`src/rtl/carrd_wb_pkg.sv`:
```
// Shared types for the writeback commit slice: the queued write entry and
// the lane packing that forms a full vector register from four 128-bit lanes.
package carrd_wb_pkg;

    localparam int NUM_LANES = 4;
    localparam int LANE_W    = 128;

    typedef struct packed {
        logic                          is_x;
        logic [4:0]                    addr;
        logic [NUM_LANES*LANE_W-1:0]   data;
    } wb_entry_t;

    function automatic logic [NUM_LANES*LANE_W-1:0] lane_pack(
        input logic [LANE_W-1:0] l0,
        input logic [LANE_W-1:0] l1,
        input logic [LANE_W-1:0] l2,
        input logic [LANE_W-1:0] l3
    );
        return {l3, l2, l1, l0};
    endfunction

endpackage

```
`src/rtl/carrd_wb_commit_if.sv`:
```
// Bundle of writeback, issue-check and register-file write signals around
// the commit block; slave is the commit block, master is its environment.
interface carrd_wb_commit_if;
    import carrd_wb_pkg::*;

    logic                          v_reg_wr_en;
    logic                          x_reg_wr_en;
    logic [4:0]                    reg_wr_addr;
    logic [LANE_W-1:0]             reg_wr_data;
    logic [LANE_W-1:0]             reg_wr_data_2;
    logic [LANE_W-1:0]             reg_wr_data_3;
    logic [LANE_W-1:0]             reg_wr_data_4;
    logic                          issue_valid;
    logic [4:0]                    issue_rd;
    logic                          issue_rd_is_x;
    logic [4:0]                    chk_vs1;
    logic [4:0]                    chk_vs2;
    logic [4:0]                    chk_vd;
    logic [4:0]                    chk_xs1;
    logic                          vrf_ready;
    logic                          vrf_wr_en;
    logic [4:0]                    vrf_wr_addr;
    logic [NUM_LANES*LANE_W-1:0]   vrf_wr_data;
    logic                          xrf_wr_en;
    logic [4:0]                    xrf_wr_addr;
    logic [31:0]                   xrf_wr_data;
    logic                          issue_stall;
    logic [31:0]                   v_busy;
    logic [31:0]                   x_busy;
    logic                          wb_overflow;

    modport slave (
        input  v_reg_wr_en, x_reg_wr_en, reg_wr_addr,
               reg_wr_data, reg_wr_data_2, reg_wr_data_3, reg_wr_data_4,
               issue_valid, issue_rd, issue_rd_is_x,
               chk_vs1, chk_vs2, chk_vd, chk_xs1, vrf_ready,
        output vrf_wr_en, vrf_wr_addr, vrf_wr_data,
               xrf_wr_en, xrf_wr_addr, xrf_wr_data,
               issue_stall, v_busy, x_busy, wb_overflow
    );

    modport master (
        output v_reg_wr_en, x_reg_wr_en, reg_wr_addr,
               reg_wr_data, reg_wr_data_2, reg_wr_data_3, reg_wr_data_4,
               issue_valid, issue_rd, issue_rd_is_x,
               chk_vs1, chk_vs2, chk_vd, chk_xs1, vrf_ready,
        input  vrf_wr_en, vrf_wr_addr, vrf_wr_data,
               xrf_wr_en, xrf_wr_addr, xrf_wr_data,
               issue_stall, v_busy, x_busy, wb_overflow
    );

endinterface

```
`src/rtl/carrd_wb_fifo.sv`:
```
// Commit FIFO of writeback entries. A push at full is accepted only when a
// pop frees the slot in the same cycle; otherwise it is ignored here.
module carrd_wb_fifo
    import carrd_wb_pkg::*;
#(
    parameter int DEPTH = 4
) (
    input  logic      clk,
    input  logic      rst,
    input  logic      push,
    input  logic      pop,
    input  wb_entry_t din,
    output wb_entry_t dout,
    output logic      full,
    output logic      empty
);

    localparam int PTR_W = $clog2(DEPTH);
    localparam int CNT_W = PTR_W + 1;

    wb_entry_t          mem [DEPTH];
    logic [PTR_W-1:0]   wr_ptr;
    logic [PTR_W-1:0]   rd_ptr;
    logic [CNT_W-1:0]   count;
    logic               do_push;
    logic               do_pop;

    assign full    = (count == CNT_W'(DEPTH));
    assign empty   = (count == '0);
    assign do_pop  = pop & ~empty;
    assign do_push = push & (~full | do_pop);
    assign dout    = mem[rd_ptr];

    always_ff @(posedge clk or posedge rst) begin
        if (rst) begin
            wr_ptr <= '0;
            rd_ptr <= '0;
            count  <= '0;
        end else begin
            if (do_push) wr_ptr <= wr_ptr + PTR_W'(1);
            if (do_pop)  rd_ptr <= rd_ptr + PTR_W'(1);
            count <= count + CNT_W'(do_push) - CNT_W'(do_pop);
        end
    end

    // Storage needs no reset: occupancy is governed by count alone.
    always_ff @(posedge clk) begin
        if (do_push) mem[wr_ptr] <= din;
    end

endmodule

```
`src/rtl/carrd_wb_commit.sv`:
```
// Writeback commit: one-shot capture of level writeback enables, in-order
// drain to VRF/XRF through a small FIFO, and the destination scoreboard.
module carrd_wb_commit
    import carrd_wb_pkg::*;
#(
    parameter int DEPTH  = 4,
    parameter int NREGS  = 32,
    parameter int VLEN_W = 512
) (
    input  logic               clk,
    input  logic               rst,
    carrd_wb_commit_if.slave   bus
);

    logic               prev_en;
    logic [4:0]         prev_addr;
    logic               cur_en;
    logic               capture;
    logic               pop;
    logic               fifo_full;
    logic               fifo_empty;
    wb_entry_t          push_entry;
    wb_entry_t          head;
    logic [VLEN_W-1:0]  head_data;
    logic [NREGS-1:0]   v_busy;
    logic [NREGS-1:0]   x_busy;
    logic [NREGS-1:0]   v_set;
    logic [NREGS-1:0]   x_set;
    logic [NREGS-1:0]   v_clr;
    logic [NREGS-1:0]   x_clr;
    logic               wb_overflow;

    // A held enable only counts again once the destination changes.
    assign cur_en  = bus.v_reg_wr_en | bus.x_reg_wr_en;
    assign capture = cur_en & (~prev_en | (bus.reg_wr_addr != prev_addr));

    always_comb begin
        push_entry.is_x = ~bus.v_reg_wr_en;
        push_entry.addr = bus.reg_wr_addr;
        push_entry.data = lane_pack(bus.reg_wr_data, bus.reg_wr_data_2,
                                    bus.reg_wr_data_3, bus.reg_wr_data_4);
    end

    carrd_wb_fifo #(.DEPTH(DEPTH)) u_fifo (
        .clk   (clk),
        .rst   (rst),
        .push  (capture),
        .pop   (pop),
        .din   (push_entry),
        .dout  (head),
        .full  (fifo_full),
        .empty (fifo_empty)
    );

    assign head_data       = head.data;
    assign pop             = ~fifo_empty & (head.is_x | bus.vrf_ready);
    assign bus.vrf_wr_en   = ~fifo_empty & ~head.is_x;
    assign bus.vrf_wr_addr = head.addr;
    assign bus.vrf_wr_data = head_data;
    assign bus.xrf_wr_en   = ~fifo_empty & head.is_x;
    assign bus.xrf_wr_addr = head.addr;
    assign bus.xrf_wr_data = head_data[31:0];

    always_comb begin
        v_set = '0;
        x_set = '0;
        v_clr = '0;
        x_clr = '0;
        for (int i = 0; i < NREGS; i++) begin
            v_set[i] = bus.issue_valid & ~bus.issue_rd_is_x & (bus.issue_rd == 5'(i));
            x_set[i] = bus.issue_valid & bus.issue_rd_is_x & (bus.issue_rd == 5'(i)) & (i != 0);
            v_clr[i] = pop & ~head.is_x & (head.addr == 5'(i));
            x_clr[i] = pop & head.is_x & (head.addr == 5'(i));
        end
    end

    // Clear before set so a re-issue racing the retiring write keeps the bit.
    always_ff @(posedge clk or posedge rst) begin
        if (rst) begin
            prev_en     <= 1'b0;
            prev_addr   <= '0;
            v_busy      <= '0;
            x_busy      <= '0;
            wb_overflow <= 1'b0;
        end else begin
            prev_en   <= cur_en;
            prev_addr <= bus.reg_wr_addr;
            v_busy    <= (v_busy & ~v_clr) | v_set;
            x_busy    <= (x_busy & ~x_clr) | x_set;
            if (capture & fifo_full & ~pop) wb_overflow <= 1'b1;
        end
    end

    assign bus.issue_stall = v_busy[bus.chk_vs1] | v_busy[bus.chk_vs2] | v_busy[bus.chk_vd]
                           | ((bus.chk_xs1 != 5'd0) & x_busy[bus.chk_xs1])
                           | fifo_full;
    assign bus.v_busy      = v_busy;
    assign bus.x_busy      = x_busy;
    assign bus.wb_overflow = wb_overflow;

endmodule

```
`src/flat_wrapper.sv`:
```
// flat-port wrapper written by rule: the top's interface ports become plain ports
module carrd_wb_commit_flat import carrd_wb_pkg::*;
#(
    parameter int DEPTH  = 4,
    parameter int NREGS  = 32,
    parameter int VLEN_W = 512
)
  (clk, rst, bus_v_reg_wr_en, bus_x_reg_wr_en, bus_reg_wr_addr, bus_reg_wr_data, bus_reg_wr_data_2, bus_reg_wr_data_3, bus_reg_wr_data_4, bus_issue_valid, bus_issue_rd, bus_issue_rd_is_x, bus_chk_vs1, bus_chk_vs2, bus_chk_vd, bus_chk_xs1, bus_vrf_ready, bus_vrf_wr_en, bus_vrf_wr_addr, bus_vrf_wr_data, bus_xrf_wr_en, bus_xrf_wr_addr, bus_xrf_wr_data, bus_issue_stall, bus_v_busy, bus_x_busy, bus_wb_overflow);
  carrd_wb_commit_if bus_i ();
  input  logic clk;
  input  logic rst;
  input wire logic [$bits(bus_i.v_reg_wr_en)-1:0] bus_v_reg_wr_en;
  input wire logic [$bits(bus_i.x_reg_wr_en)-1:0] bus_x_reg_wr_en;
  input wire logic [$bits(bus_i.reg_wr_addr)-1:0] bus_reg_wr_addr;
  input wire logic [$bits(bus_i.reg_wr_data)-1:0] bus_reg_wr_data;
  input wire logic [$bits(bus_i.reg_wr_data_2)-1:0] bus_reg_wr_data_2;
  input wire logic [$bits(bus_i.reg_wr_data_3)-1:0] bus_reg_wr_data_3;
  input wire logic [$bits(bus_i.reg_wr_data_4)-1:0] bus_reg_wr_data_4;
  input wire logic [$bits(bus_i.issue_valid)-1:0] bus_issue_valid;
  input wire logic [$bits(bus_i.issue_rd)-1:0] bus_issue_rd;
  input wire logic [$bits(bus_i.issue_rd_is_x)-1:0] bus_issue_rd_is_x;
  input wire logic [$bits(bus_i.chk_vs1)-1:0] bus_chk_vs1;
  input wire logic [$bits(bus_i.chk_vs2)-1:0] bus_chk_vs2;
  input wire logic [$bits(bus_i.chk_vd)-1:0] bus_chk_vd;
  input wire logic [$bits(bus_i.chk_xs1)-1:0] bus_chk_xs1;
  input wire logic [$bits(bus_i.vrf_ready)-1:0] bus_vrf_ready;
  output wire logic [$bits(bus_i.vrf_wr_en)-1:0] bus_vrf_wr_en;
  output wire logic [$bits(bus_i.vrf_wr_addr)-1:0] bus_vrf_wr_addr;
  output wire logic [$bits(bus_i.vrf_wr_data)-1:0] bus_vrf_wr_data;
  output wire logic [$bits(bus_i.xrf_wr_en)-1:0] bus_xrf_wr_en;
  output wire logic [$bits(bus_i.xrf_wr_addr)-1:0] bus_xrf_wr_addr;
  output wire logic [$bits(bus_i.xrf_wr_data)-1:0] bus_xrf_wr_data;
  output wire logic [$bits(bus_i.issue_stall)-1:0] bus_issue_stall;
  output wire logic [$bits(bus_i.v_busy)-1:0] bus_v_busy;
  output wire logic [$bits(bus_i.x_busy)-1:0] bus_x_busy;
  output wire logic [$bits(bus_i.wb_overflow)-1:0] bus_wb_overflow;
  assign bus_i.v_reg_wr_en = bus_v_reg_wr_en;
  assign bus_i.x_reg_wr_en = bus_x_reg_wr_en;
  assign bus_i.reg_wr_addr = bus_reg_wr_addr;
  assign bus_i.reg_wr_data = bus_reg_wr_data;
  assign bus_i.reg_wr_data_2 = bus_reg_wr_data_2;
  assign bus_i.reg_wr_data_3 = bus_reg_wr_data_3;
  assign bus_i.reg_wr_data_4 = bus_reg_wr_data_4;
  assign bus_i.issue_valid = bus_issue_valid;
  assign bus_i.issue_rd = bus_issue_rd;
  assign bus_i.issue_rd_is_x = bus_issue_rd_is_x;
  assign bus_i.chk_vs1 = bus_chk_vs1;
  assign bus_i.chk_vs2 = bus_chk_vs2;
  assign bus_i.chk_vd = bus_chk_vd;
  assign bus_i.chk_xs1 = bus_chk_xs1;
  assign bus_i.vrf_ready = bus_vrf_ready;
  assign bus_vrf_wr_en = bus_i.vrf_wr_en;
  assign bus_vrf_wr_addr = bus_i.vrf_wr_addr;
  assign bus_vrf_wr_data = bus_i.vrf_wr_data;
  assign bus_xrf_wr_en = bus_i.xrf_wr_en;
  assign bus_xrf_wr_addr = bus_i.xrf_wr_addr;
  assign bus_xrf_wr_data = bus_i.xrf_wr_data;
  assign bus_issue_stall = bus_i.issue_stall;
  assign bus_v_busy = bus_i.v_busy;
  assign bus_x_busy = bus_i.x_busy;
  assign bus_wb_overflow = bus_i.wb_overflow;
  carrd_wb_commit #(.DEPTH(DEPTH), .NREGS(NREGS), .VLEN_W(VLEN_W)) u_core (.clk(clk), .rst(rst), .bus(bus_i));
endmodule
```
`config.mk`:
```
export PLATFORM = sky130hd
export DESIGN_NAME = carrd_wb_commit_flat
export DESIGN_NICKNAME = d
export VERILOG_FILES = /design/src/rtl/carrd_wb_pkg.sv /design/src/rtl/carrd_wb_commit_if.sv /design/src/rtl/carrd_wb_fifo.sv /design/src/rtl/carrd_wb_commit.sv /design/src/flat_wrapper.sv
export SDC_FILE = /design/constraint.sdc
export NUM_CORES = 2
export LEC_CHECK = 0
export ABC_CLOCK_PERIOD_IN_PS = 39000
export CAP_MARGIN = 0
export CORE_AREA = 2 2 456 458
export DETAILED_ROUTE_END_ITERATION = 8
export DIE_AREA = 0 0 458 460
export DONT_BUFFER_PORTS = 1
export PLACE_DENSITY = 0.54
export SLEW_MARGIN = 5
export SYNTH_ARGS = -nofsm -noshare
export SYNTH_HDL_FRONTEND = slang
export SYNTH_SLANG_ARGS = --single-unit
```
`constraint.sdc`:
```
create_clock -name clk -period 39 [get_ports clk]
set_clock_uncertainty 0.2 [all_clocks]
set_input_delay 9.75 -clock clk [delete_from_list [all_inputs] [get_ports clk]]
set_output_delay 9.75 -clock clk [all_outputs]
set_load 0.02 [all_outputs]
```
==> summary.txt <==
Synthesis
  – Post-Syn Area: 79040 µm²
  – Register area share after synthesis: 0.8119
  – Synth Register Bits: around 2200
  – Mapped Cells: 3166
  – Commonest cells post-synth: edfxtp_1 (2072), mux4_2 (542), o21ai_0 (128)
  – Cell variety after synth: 50
  – Synth area leaders: edfxtp_1 (79%), mux4_2 (15%), dfrtp_1 (2.5%)
  – EDFF count, synth: 2072
  – Most common cell in the synthesized netlist: edfxtp_1
  – Async S/R FF share, synth: 0.03628
  – Share of the synthesized area in the top cell type: 0.7872
  – Dominant cell type by area after synthesis: edfxtp_1
  – Mapped Avg Cell Area: 24.96 µm²
  – Ys flop type: edfxtp_1
  – Synthesized Nets: 3721
  – Synth Warn #: 0

Outcome
  – Status: finished, final reports clean

Final layout
  – Layout cells sized above 1: 0.2546
  – Filler Cells Inserted: ~17000
  – Post-layout util: 0.4304
  – Design area: 88680 µm²
  – Layout net count: 3813
  – Area Overhead vs Synth: 12.20%

Global routing
  – GRT Total Usage: 0.1893
  – Global route overflow: 0
  – Pin count of the biggest net entering global routing: approximately 150
  – Initial antenna violation count: 5
  – First-pass GRT wire length: 280.4 mm
  – Number of global-route vias before repair: 34600

Placement
  – Pre-CTS setup slack: 17520 ps
  – Placed Area: 82030 µm²
  – Post-DP HPWL: 135.2 mm
  – Final Wtd Congestion: between 0.9 and 1
  – I/O Buffers: 0

Critical path
  – Setup CP Type: primary input to output pin
  – Reg-to-reg slack, setup: 32480 ps
  – CP endpoint kind: output pin
  – Crit path max-delay cell type: mux4_2
  – Critical-path maximum fanout: 6
  – Crit start category: primary input
  – Crit-path cells: mux4_2 > nor4bb_1 > a41oi_1 > o311ai_1 > a311oi_1 > nand4b_1
  – Crit-path max cell delay: around 460 ps
  – Worst EP required: 29050 ps
  – Worst path arrival time: 11490 ps

Clock network
  – Post-CTS setup buffer count: 0
  – Clock-pin slew on the worst setup and hold paths: roughly 60 ps
  – Clk_lat worst skew: 860 ps
  – Sink Count: 2150
  – Post-CTS resize count: 0
  – CTS tree: built
  – Htree depth: 4
  – Maximum clock path buffer count: 3
  – CTS buffer count: 215
  – # hold bufs at CTS: 0
  – CTS root buf: clkbuf_16

STA
  – TNS Setup: 0 ps
  – F_max: 0.04664 GHz
  – Final worst-path cycle share: 0.5498
  – Tmin final: 21440 ps
  – Setup ws final: 17560 ps
  – Final hold violation count: 0
  – RSZ-0062 raised after global routing: no
  – Slew margin rel.: 0.2667
  – Max-slew violations: 0
  – Worst Tran Pin Value: 1100 ps
  – Final setup fails: 0

Route
  – Avg Vias per Cell: approximately 5.5
  – Via count: about 34000
  – DR WL/cell: approximately 33 µm
  – Initial DRC count: between 2000 and 3000
  – Post-Route WL: 204.3 mm
  – DRC violations left: 0
  – TritonRoute pass-1 iters: 6
  – Detail Route Antenna Nets: 0

Die
  – Boundary Pins: 1171
  – Die width: 458 µm
  – Die Y-Extent: 460 µm
  – Initial Utilization: 0.3836
  – Core area: 206000 µm²
  – Row count: 167
  – DIE AREA: 210700 µm²

Power
  – PwrDens: around 90 nW/µm²
  – Pwr Total: ~8.0 mW
  – Leakage power: 27.61 nW
  – Peak VDD IR: 0.06403 mV

Min path
  – Hold crit path type: register to register

Flow run
  – Max_cap viols: 0
[power breakdown]
part / leakage, nW / switching (mW) / internal, mW
clock network: 3.18 / 0.868 / 1.07
registers: 20.1 / 0.249 / 3.27
logic: 4.32 / 1.79 / 0.732
total: 27.6 / 2.91 / 5.07
[through the flow]
step                      hold WS [ps]  cells
after floorplan                  302.3   3166
after global placement           330.6   5745
after detailed placement         338.1   5745
after CTS                        349.8   6133
after global routing             377.6   6146
final                            345.5   6149
[cell type report]
type / instances / area, µm² / share of cell area
inverters: 11 / 42.54 / 0.0004797
clock inverters: 117 / 982.2 / 0.01108
clock buffers: 271 / 5622 / 0.06339
flip-flops and latches: 2150 / 64180 / 0.7237
repair buffers: 48 / 485.5 / 0.005475
well taps: 2704 / 3383 / 0.03815
diodes: 16 / 40.04 / 0.0004515
multi-input cells: 832 / 13940 / 0.1572
[critical path: cells and delay by family]
family	cells	cell delay (ps)
AOI/OAI and AO/OA	3	730
muxes	1	460
and+or+nand+nor	2	560
[metal layers]
| metal | vias up | routed length [µm] | global-route usage |
|---|---|---|---|
| met2 | 1378 | 102600 | 0.3135 |
| met5 | - | 0 | 0 |
| met3 | 302 | 24940 | 0.1012 |
| met4 | 0 | 6717 | 0.06799 |
| met1 | 18120 | 70070 | 0.2055 |
| li1 | 13740 | - | - |
[cells in the final DEF, fill, tap and decap left out, drive strengths merged, types with 7 or more instances in the layout]
cell,count
mux2i,17
and2,8
nand3b,7
nor2b,12
nand3,14
inv,18
clkbuf,271
diode,16
buf,48
clkinv,99
o21ai,130
nor2,15
mux4,542
dfrtp,78
bufinv,7
nand2,34
edfxtp,2072
[cell families (layout without fill, tap and decap cells)]
group / after synthesis / after routing / synth area share
flip-flops: 2150 / 2150 / 0.8119
multiplexers: 561 / 561 / 0.1569
buffers and inverters: 184 / 447 / 0.01181
AO/OA/AOI/OAI: 150 / 150 / 0.01023
AND/OR/NAND/NOR: 105 / 105 / 0.007029
XOR/XNOR: 10 / 10 / 0.001108
adder cells (fa/ha/maj): 6 / 6 / 0.001045
other: 0 / 16 / 0
[path summary, 6_finish.rpt]
kind,startpoint,to,cells after the start
setup / recovery,bus_chk_vs2[1],bus_issue_stall,6
hold / removal,u_core.u_fifo.count[0]$_DFF_PP0_,u_core.u_fifo.count[0]$_DFF_PP0_,1
setup reg to reg,u_core.u_fifo.rd_ptr[0]$_DFFE_PP0N_,u_core.u_fifo.mem[1][414]$_DFFE_PP_,9
hold reg to reg,u_core.u_fifo.count[0]$_DFF_PP0_,u_core.u_fifo.count[0]$_DFF_PP0_,1
max in group asynchronous,rst,u_core.u_fifo.rd_ptr[0]$_DFFE_PP0N_,2
min in group asynchronous,rst,u_core.bus.x_busy[8]$_DFF_PP0_,2
[state kept, by name, summed over array words and instances (netlist names)]
name,flops
u_core.bus.x_busy,32
u_core.u_fifo.mem,2072
u_core.bus.v_busy,32
u_core.u_fifo.rd_ptr,2
u_core.bus.wb_overflow,1
u_core.prev_addr,5
u_core.u_fifo.wr_ptr,2
u_core.u_fifo.count,3
u_core.prev_en,1
Power figures use the tool's default switching activity.
